## config.mk

```make
export PLATFORM = sky130hd
export DESIGN_NAME = seq_mult_controller
export DESIGN_NICKNAME = d
export VERILOG_FILES = /design/src/rtl/seq_mult_controller.sv
export SDC_FILE = /design/constraint.sdc
export NUM_CORES = 1
export LEC_CHECK = 0
export CAP_MARGIN = 20
export CORE_MARGIN = 5
export CORE_UTILIZATION = 48
export CTS_CLUSTER_DIAMETER = 30
export DETAILED_ROUTE_END_ITERATION = 6
export PLACE_DENSITY = 0.77
export SETUP_SLACK_MARGIN = 0.3
export SLEW_MARGIN = 20
export SYNTH_ARGS = -nofsm -noshare
export SYNTH_HDL_FRONTEND = slang
export SYNTH_SLANG_ARGS = --single-unit
```

## constraint.sdc

```tcl
create_clock -name clock -period 3.4 [get_ports clock]
set_clock_uncertainty 0.1 [all_clocks]
set_input_delay 0.51 -clock clock [delete_from_list [all_inputs] [get_ports clock]]
set_output_delay 0.51 -clock clock [all_outputs]
set_load 0.01 [all_outputs]
```

## src/rtl/seq_mult_controller.sv

```systemverilog
// Sequential shift-and-add multiplier controller.
// One M_WIDTH-bit add row is reused for each of the Q_WIDTH multiplier bits.
module seq_mult_controller #(
    parameter int M_WIDTH = 3,
    parameter int Q_WIDTH = 2
) (
    input  logic                           clock,
    input  logic                           reset_n,
    input  logic                           start,
    input  logic [M_WIDTH-1:0]             m,
    input  logic [Q_WIDTH-1:0]             q,
    input  logic                           result_ack,
    output logic                           busy,
    output logic                           result_valid,
    output logic [M_WIDTH+Q_WIDTH-1:0]     product,
    output logic [$clog2(Q_WIDTH+1)-1:0]   bit_index
);

    localparam int P_W   = M_WIDTH + Q_WIDTH;
    localparam int IDX_W = $clog2(Q_WIDTH + 1);
    localparam logic [IDX_W-1:0] LAST = IDX_W'(Q_WIDTH - 1);

    typedef enum logic [1:0] {
        IDLE,
        RUN,
        DONE
    } state_e;

    state_e             state_q, state_d;
    logic [M_WIDTH-1:0] m_q, m_d;
    logic [Q_WIDTH-1:0] q_q, q_d;
    logic [P_W-1:0]     acc_q, acc_d;
    logic [IDX_W-1:0]   idx_q, idx_d;
    logic               q_bit;
    logic [P_W-1:0]     addend;

    // Current multiplier bit and the shifted multiplicand row
    always_comb begin
        q_bit  = |(q_q & (Q_WIDTH'(1) << idx_q));
        addend = P_W'(m_q) << idx_q;
    end

    // Next-state logic: accept, accumulate one row per cycle, hold until ack
    always_comb begin
        state_d = state_q;
        m_d     = m_q;
        q_d     = q_q;
        acc_d   = acc_q;
        idx_d   = idx_q;
        unique case (state_q)
            IDLE: begin
                if (start) begin
                    m_d     = m;
                    q_d     = q;
                    acc_d   = '0;
                    idx_d   = '0;
                    state_d = RUN;
                end
            end
            RUN: begin
                if (q_bit) begin
                    acc_d = acc_q + addend;
                end
                if (idx_q == LAST) begin
                    idx_d   = '0;
                    state_d = DONE;
                end else begin
                    idx_d = idx_q + 1'b1;
                end
            end
            DONE: begin
                if (result_ack) begin
                    state_d = IDLE;
                end
            end
            default: state_d = IDLE;
        endcase
    end

    // State and datapath registers, cleared asynchronously
    always_ff @(posedge clock or negedge reset_n) begin
        if (!reset_n) begin
            state_q <= IDLE;
            m_q     <= '0;
            q_q     <= '0;
            acc_q   <= '0;
            idx_q   <= '0;
        end else begin
            state_q <= state_d;
            m_q     <= m_d;
            q_q     <= q_d;
            acc_q   <= acc_d;
            idx_q   <= idx_d;
        end
    end

    // Status decode and product exposure
    always_comb begin
        busy         = (state_q != IDLE);
        result_valid = (state_q == DONE);
        product      = acc_q;
        bit_index    = idx_q;
    end

endmodule

```

==> out/qor.yml, run 1 <==
outcome: "completed"
ys_types: 25
tightest_slew_ns: 0.629
synth_top_area_share_pct: 43.3
die_x_microns: 51.0
power_per_cell_area_nw_per_um2: 888
rr_startpoint: "bit_index[0]"
clockBufferDepth: 2
grt_remaining_overflow: 0
vias: 598
die_area_sq_um: 2600
synth_edf_count: 0
netlist_instances: 76
antenna_found_initial: 0
cts-root-buf: "clkbuf_4"
yosys.area.top_type: "dfrtp_1"
syn_to_final_growth_pct: 26.2
required_ns: 3.48
path_max_fanout: 12
dp_hpwl_microns: 1190
cts_setup_buffers: 0
nNetsFinal: 109
synth_area_leaders: "dfrtp_1 43%, mux2_2 8.4%, ha_1 6.2%"
setup_viol: 0
fmax_mhz: 370
period_minus_slack_ns: 2.70
grt_pass1_vias: 583
drc_errors: 0
period_share_pct: 79.5
drive_gt1_share_pct: 14.9
ys_warn_count: 0
num_rows: 14
ant_nets: 0
timing.rr.end: "product[4]"
slew_headroom_pct: 58.0
r2r_slack_ns: 0.70
avgSynthCellArea_sq_um: 10.6
grt_max_degree: 15
numCtsBuffers: 3
synth-seq-area-share_pct: 43.3
crit_path_start: "bit_index[0]"
ctsResizeCount: 0
wl_per_cell_microns: 13.8
start_util_pct: 51.8
synth.most_common_cell: "dfrtp_1"
endpoint: "product[4]"
cp_data_arrival_time_ns: 2.79
path_clk_slew_ns: 0.09
min-delay-start: "q_q[1]"
io_buffers: 17
ys_seq_elements: 14
core-area_sq_um: 1560
reg2regPathDepth: 8
startpoint_type: "register"
p_leak_uw: 0.000463
firstDrtPassIters: 4
clk_latency_ns: 0.28
path_class: "reg -> reg"
tns_ns: 0
grt_first_pass_wirelength_microns: 2660
post-route-util_pct: 65.4
synthArstFlopShare_pct: 100
maxSlewViolCount: 0
viasPerCell: 5.44
ioPinCount: 18
cts_sinks: 14
die_h_microns: 51.0
rsz0062_at_grt: "no"
finalHoldViolations: 0
track_usage_pct: 14.1
cts_tree: "yes"
cts_hold_buf: 0
n_antenna_cell: 0
crit_path_end_kind: "register"
routed_wirelength_microns: 1520
syn_nets: 90
synth_commonest_cells: "14 x dfrtp_1, 7 x nor2_1, 6 x inv_1, 6 x mux2_2, 5 x nand2b_1"
maxCapViolCount: 0
syn-cell-area_sq_um: 808
htreeDepth: 1
drt_iter0_drc: 9
synth_ff_type: "dfrtp_1"
vdd.ir_drop.worst_mv: 0.481
hp-class: "reg -> reg"
gp_congestion: 0.872
[where the power goes]
| part | internal (uW) | switching [uW] |
|---|---|---|
| Clock | 65.2 | 56.4 |
| Combinational | 261 | 209 |
| Sequential | 235 | 79.4 |
| Total | 561 | 344 |
[flip-flops by register name, summed over array words and instances (netlist names)]
register / cells
product: 5
q_q: 2
m_q: 3
bit_index: 2
state_q: 2
[cell families after synthesis]
logic type / Yosys count / synth area share (%)
XOR/XNOR: 1 / 1.08
buffers and inverters: 9 / 4.64
adder cells (fa/ha/maj): 5 / 8.67
flip-flops: 14 / 43.3
AND/OR/NAND/NOR: 22 / 14.7
multiplexers: 9 / 12.2
AO/OA/AOI/OAI: 16 / 15.3
[per-stage QoR]
step	cells	cell area [sq um]	power (uW)	worst slack, ns	hold WS (ns)
floorplan	76	808	643	0.784	0.114
global placement	106	983	777	0.787	0.394
CTS	110	1020	917	0.687	0.419
global route	110	1020	987	0.483	0.438
finish	110	1020	905	0.696	0.414
detailed placement	106	983	793	0.709	0.399
[placed cells by master (no fill, tap or decap)]
cell type / count
ha_1: 4
a2111oi_2: 1
o21bai_1: 2
fa_1: 1
mux2_1: 1
o32ai_1: 1
clkbuf_8: 1
o21a_1: 1
a21oi_1: 3
a21o_1: 1
mux2_2: 6
dfrtp_1: 14
clkdlybuf4s50_1: 17
inv_1: 6
nor3b_1: 2
mux2i_1: 2
nor2_1: 7
a22o_1: 4
a32o_1: 1
nand2_1: 4
o21ai_0: 2
xnor2_1: 1
nor2_4: 1
and2b_1: 1
nand2b_1: 5
clkbuf_4: 3
or2_2: 2
[area by class of cell]
type	count	area, sq um
sequential	14	350
multi-input combinational	53	420
inverter	6	22.5
timing repair buffer	17	170
clock buffer	4	36.3
fill	134	539
tap	16	20.0
[per-layer routing]
layer / routed length [microns] / global-route usage, % / share of wire [%] / vias to the layer above
met3: 78 / 3.20 / 5.1 / 5
met5: 0 / 0 / 0 / -
met4: 43 / 9.42 / 2.8 / 0
met1: 744 / 18.2 / 49 / 279
met2: 648 / 21.0 / 43 / 14
li1: - / - / - / 300
[critical path, stage by stage (launching register included)]
cell,delay (ns)
dfrtp_1,0.51
nor3b_1,0.27
ha_1,0.21
inv_1,0.06
fa_1,0.39
nand2b_1,0.19
a2111oi_2,0.34
mux2_1,0.35
a22o_1,0.17
[how the worst min path moves through the flow]
stage | end | slack (ns) | cells after the start
finish | q_q[1] | 0.41 | 1
global placement | q_q[1] | 0.39 | 1
global route | q_q[1] | 0.44 | 1
floorplan | bit_index[0] | 0.11 | 0
CTS | q_q[1] | 0.42 | 1
detailed placement | q_q[1] | 0.40 | 1
Note: power is estimated with default switching activity, not from simulation.
==> run 2: changes to the inputs <==
==> constraint.sdc (replaced) <==
create_clock -name clock -period 2.8 [get_ports clock]
set_clock_uncertainty 0.1 [all_clocks]
set_input_delay 0.42 -clock clock [delete_from_list [all_inputs] [get_ports clock]]
set_output_delay 0.42 -clock clock [all_outputs]
set_load 0.01 [all_outputs]
==> run 2 against run 1 <==
  * Register-to-register slack lost 0.30 ns
  * Critical path depth is the same
  * Sequential share of layout area shrank 1.8 points
  * Critical path type unchanged
  * Critical endpoint unchanged
  * Highest routed layer unchanged
==> out/qor.yml, run 2 (synthesized netlist as in run 1, its figures left out) <==
fin_ws_ns: 0.397
pwr-share-seq_pct: 31.2
firstDrtPassIters: 2
path_clk_slew_ns: 0.09
rsz0062_at_grt: "yes"
rr_startpoint: "bit_index[1]"
ant_nets: 0
gp_congestion: 0.750
dp_slack_ns: 0.406
grt_max_degree: 15
cts_tree: "yes"
slew_headroom_pct: 57.0
tightest_slew_ns: 0.642
crit_path_end_kind: "register"
path_class: "reg -> reg"
p_switching_uw: 445
slowest_stage: "dfrtp_1"
crit_chain: "nor3b_2 -> ha_2 -> inv_1 -> fa_2 -> nand2b_4 -> a2111oi_4 -> mux2_4 -> a22o_1"
p_leak_uw: 0.000489
period_minus_slack_ns: 2.40
cts_hold_buf: 0
syn_to_final_growth_pct: 33.1
final_cell_area_sq_um: 1080
r2r_slack_ns: 0.40
wl_per_cell_microns: 14.2
core-area_sq_um: 1560
cts_sinks: 14
startpoint_type: "register"
ioPinCount: 18
power_per_cell_area_nw_per_um2: 1090
tns_ns: 0
fmax_mhz: 416
outcome: "completed"
nNetsFinal: 112
maxSlewViolCount: 0
numCtsBuffers: 3
track_usage_pct: 14.7
dp_hpwl_microns: 1240
drc_errors: 0
grt_first_pass_wirelength_microns: 2750
viasPerCell: 5.35
clk_latency_ns: 0.29
finalHoldViolations: 0
vias: 605
io_buffers: 17
placed_cell_area_sq_um: 1030
routed_wirelength_microns: 1610
clkPwrFrac_pct: 12.9
die_h_microns: 51.0
grt.busiest_layer: "met2"
reg2regPathDepth: 8
path_max_fanout: 4
layout_common_cells: "17 x clkdlybuf4s50_1, 14 x dfrtp_1, 7 x nor2_1"
largest_reg_flops: 5
p_int_uw: 727
start_util_pct: 51.8
cp_top_family: "adder cells"
drt_iter0_drc: 6
required_ns: 2.89
die_x_microns: 51.0
cp.buffers_inverters: 1
n_antenna_cell: 0
switching_share_pct: 38.0
maxCapViolCount: 0
hp-class: "in -> async"
use_met3_pct: 6.40
drive_gt1_share_pct: 22.7
timing.rr.end: "product[4]"
period_share_pct: 85.8
htreeDepth: 1
grt_remaining_overflow: 0
cp_data_arrival_time_ns: 2.49
final_common_cell: "clkdlybuf4s50_1"
cts-root-buf: "clkbuf_4"
num_rows: 14
clockBufferDepth: 2
critPathMaxStageDelay_ns: 0.42
die_area_sq_um: 2600
antenna_found_initial: 0
met2_usage_pct: 22.5
use_met1_pct: 16.6
combPwrFrac_pct: 56.0
vdd.ir_drop.worst_mv: 0.658
setup_viol: 0
grt_pass1_vias: 650
-- run 2: changes by cell type in the layout (fill, tap and decap cells not counted), sizes merged --
cell	delta
buf	+3
-- run 2: cell type report --
| cell class | instances | area [sq um] |
|---|---|---|
| fill | 125 | 483 |
| timing repair buffer | 20 | 193 |
| multi-input combinational | 53 | 454 |
| tap | 16 | 20.0 |
| clock buffer | 4 | 36.3 |
| inverter | 6 | 22.5 |
| sequential | 14 | 350 |
-- run 2: metal layers --
metal	share of wire, %	wire [microns]
met1	43	685
met3	5.6	90
met4	2.9	46
met5	0	0
met2	49	789
-- run 2: timing repair --
item,CTS,global route
resized for setup,0,1
setup buffers,0,1
setup endpoints to repair,0,1
-- run 2: how the worst max path moves through the flow --
stage / startpoint / cells past startpoint / to / slack [ns]
finish: bit_index[1] / 8 / product[4] / 0.40
global placement: bit_index[1] / 8 / product[4] / 0.45
global route: bit_index[1] / 8 / product[4] / 0.27
CTS: bit_index[0] / 8 / product[4] / 0.40
detailed placement: bit_index[0] / 8 / product[4] / 0.41
floorplan: bit_index[0] / 9 / product[4] / 0.32
-- run 2: power by group through the flow --
stage | clock (uW) | sequential, uW | combinational [uW]
6_report | 151 | 365 | 656
5_1_grt | 172 | 381 | 732
4_1_cts | 159 | 364 | 648
3_5_place_dp | 0 | 369 | 644
3_3_place_gp | 0 | 365 | 629
2_1_floorplan | 0 | 355 | 480
-- run 2: through the flow --
step | cells | utilization [%] | total power, uW | hold slack, ns
after global routing | 113 | 69.0 | 1280 | 0.455
after global placement | 108 | 66.0 | 994 | 0.392
after floorplan | 76 | - | 835 | 0.0244
after detailed placement | 108 | 66.0 | 1010 | 0.408
final | 113 | 69.0 | 1170 | 0.416
after CTS | 112 | 68.3 | 1170 | 0.431
-- run 2: worst reg2reg max path: stages (launching register included) --
cell	delay (ns)
dfrtp_1	0.42
nor3b_2	0.19
ha_2	0.20
inv_1	0.05
fa_2	0.36
nand2b_4	0.16
a2111oi_4	0.31
mux2_4	0.33
a22o_1	0.18
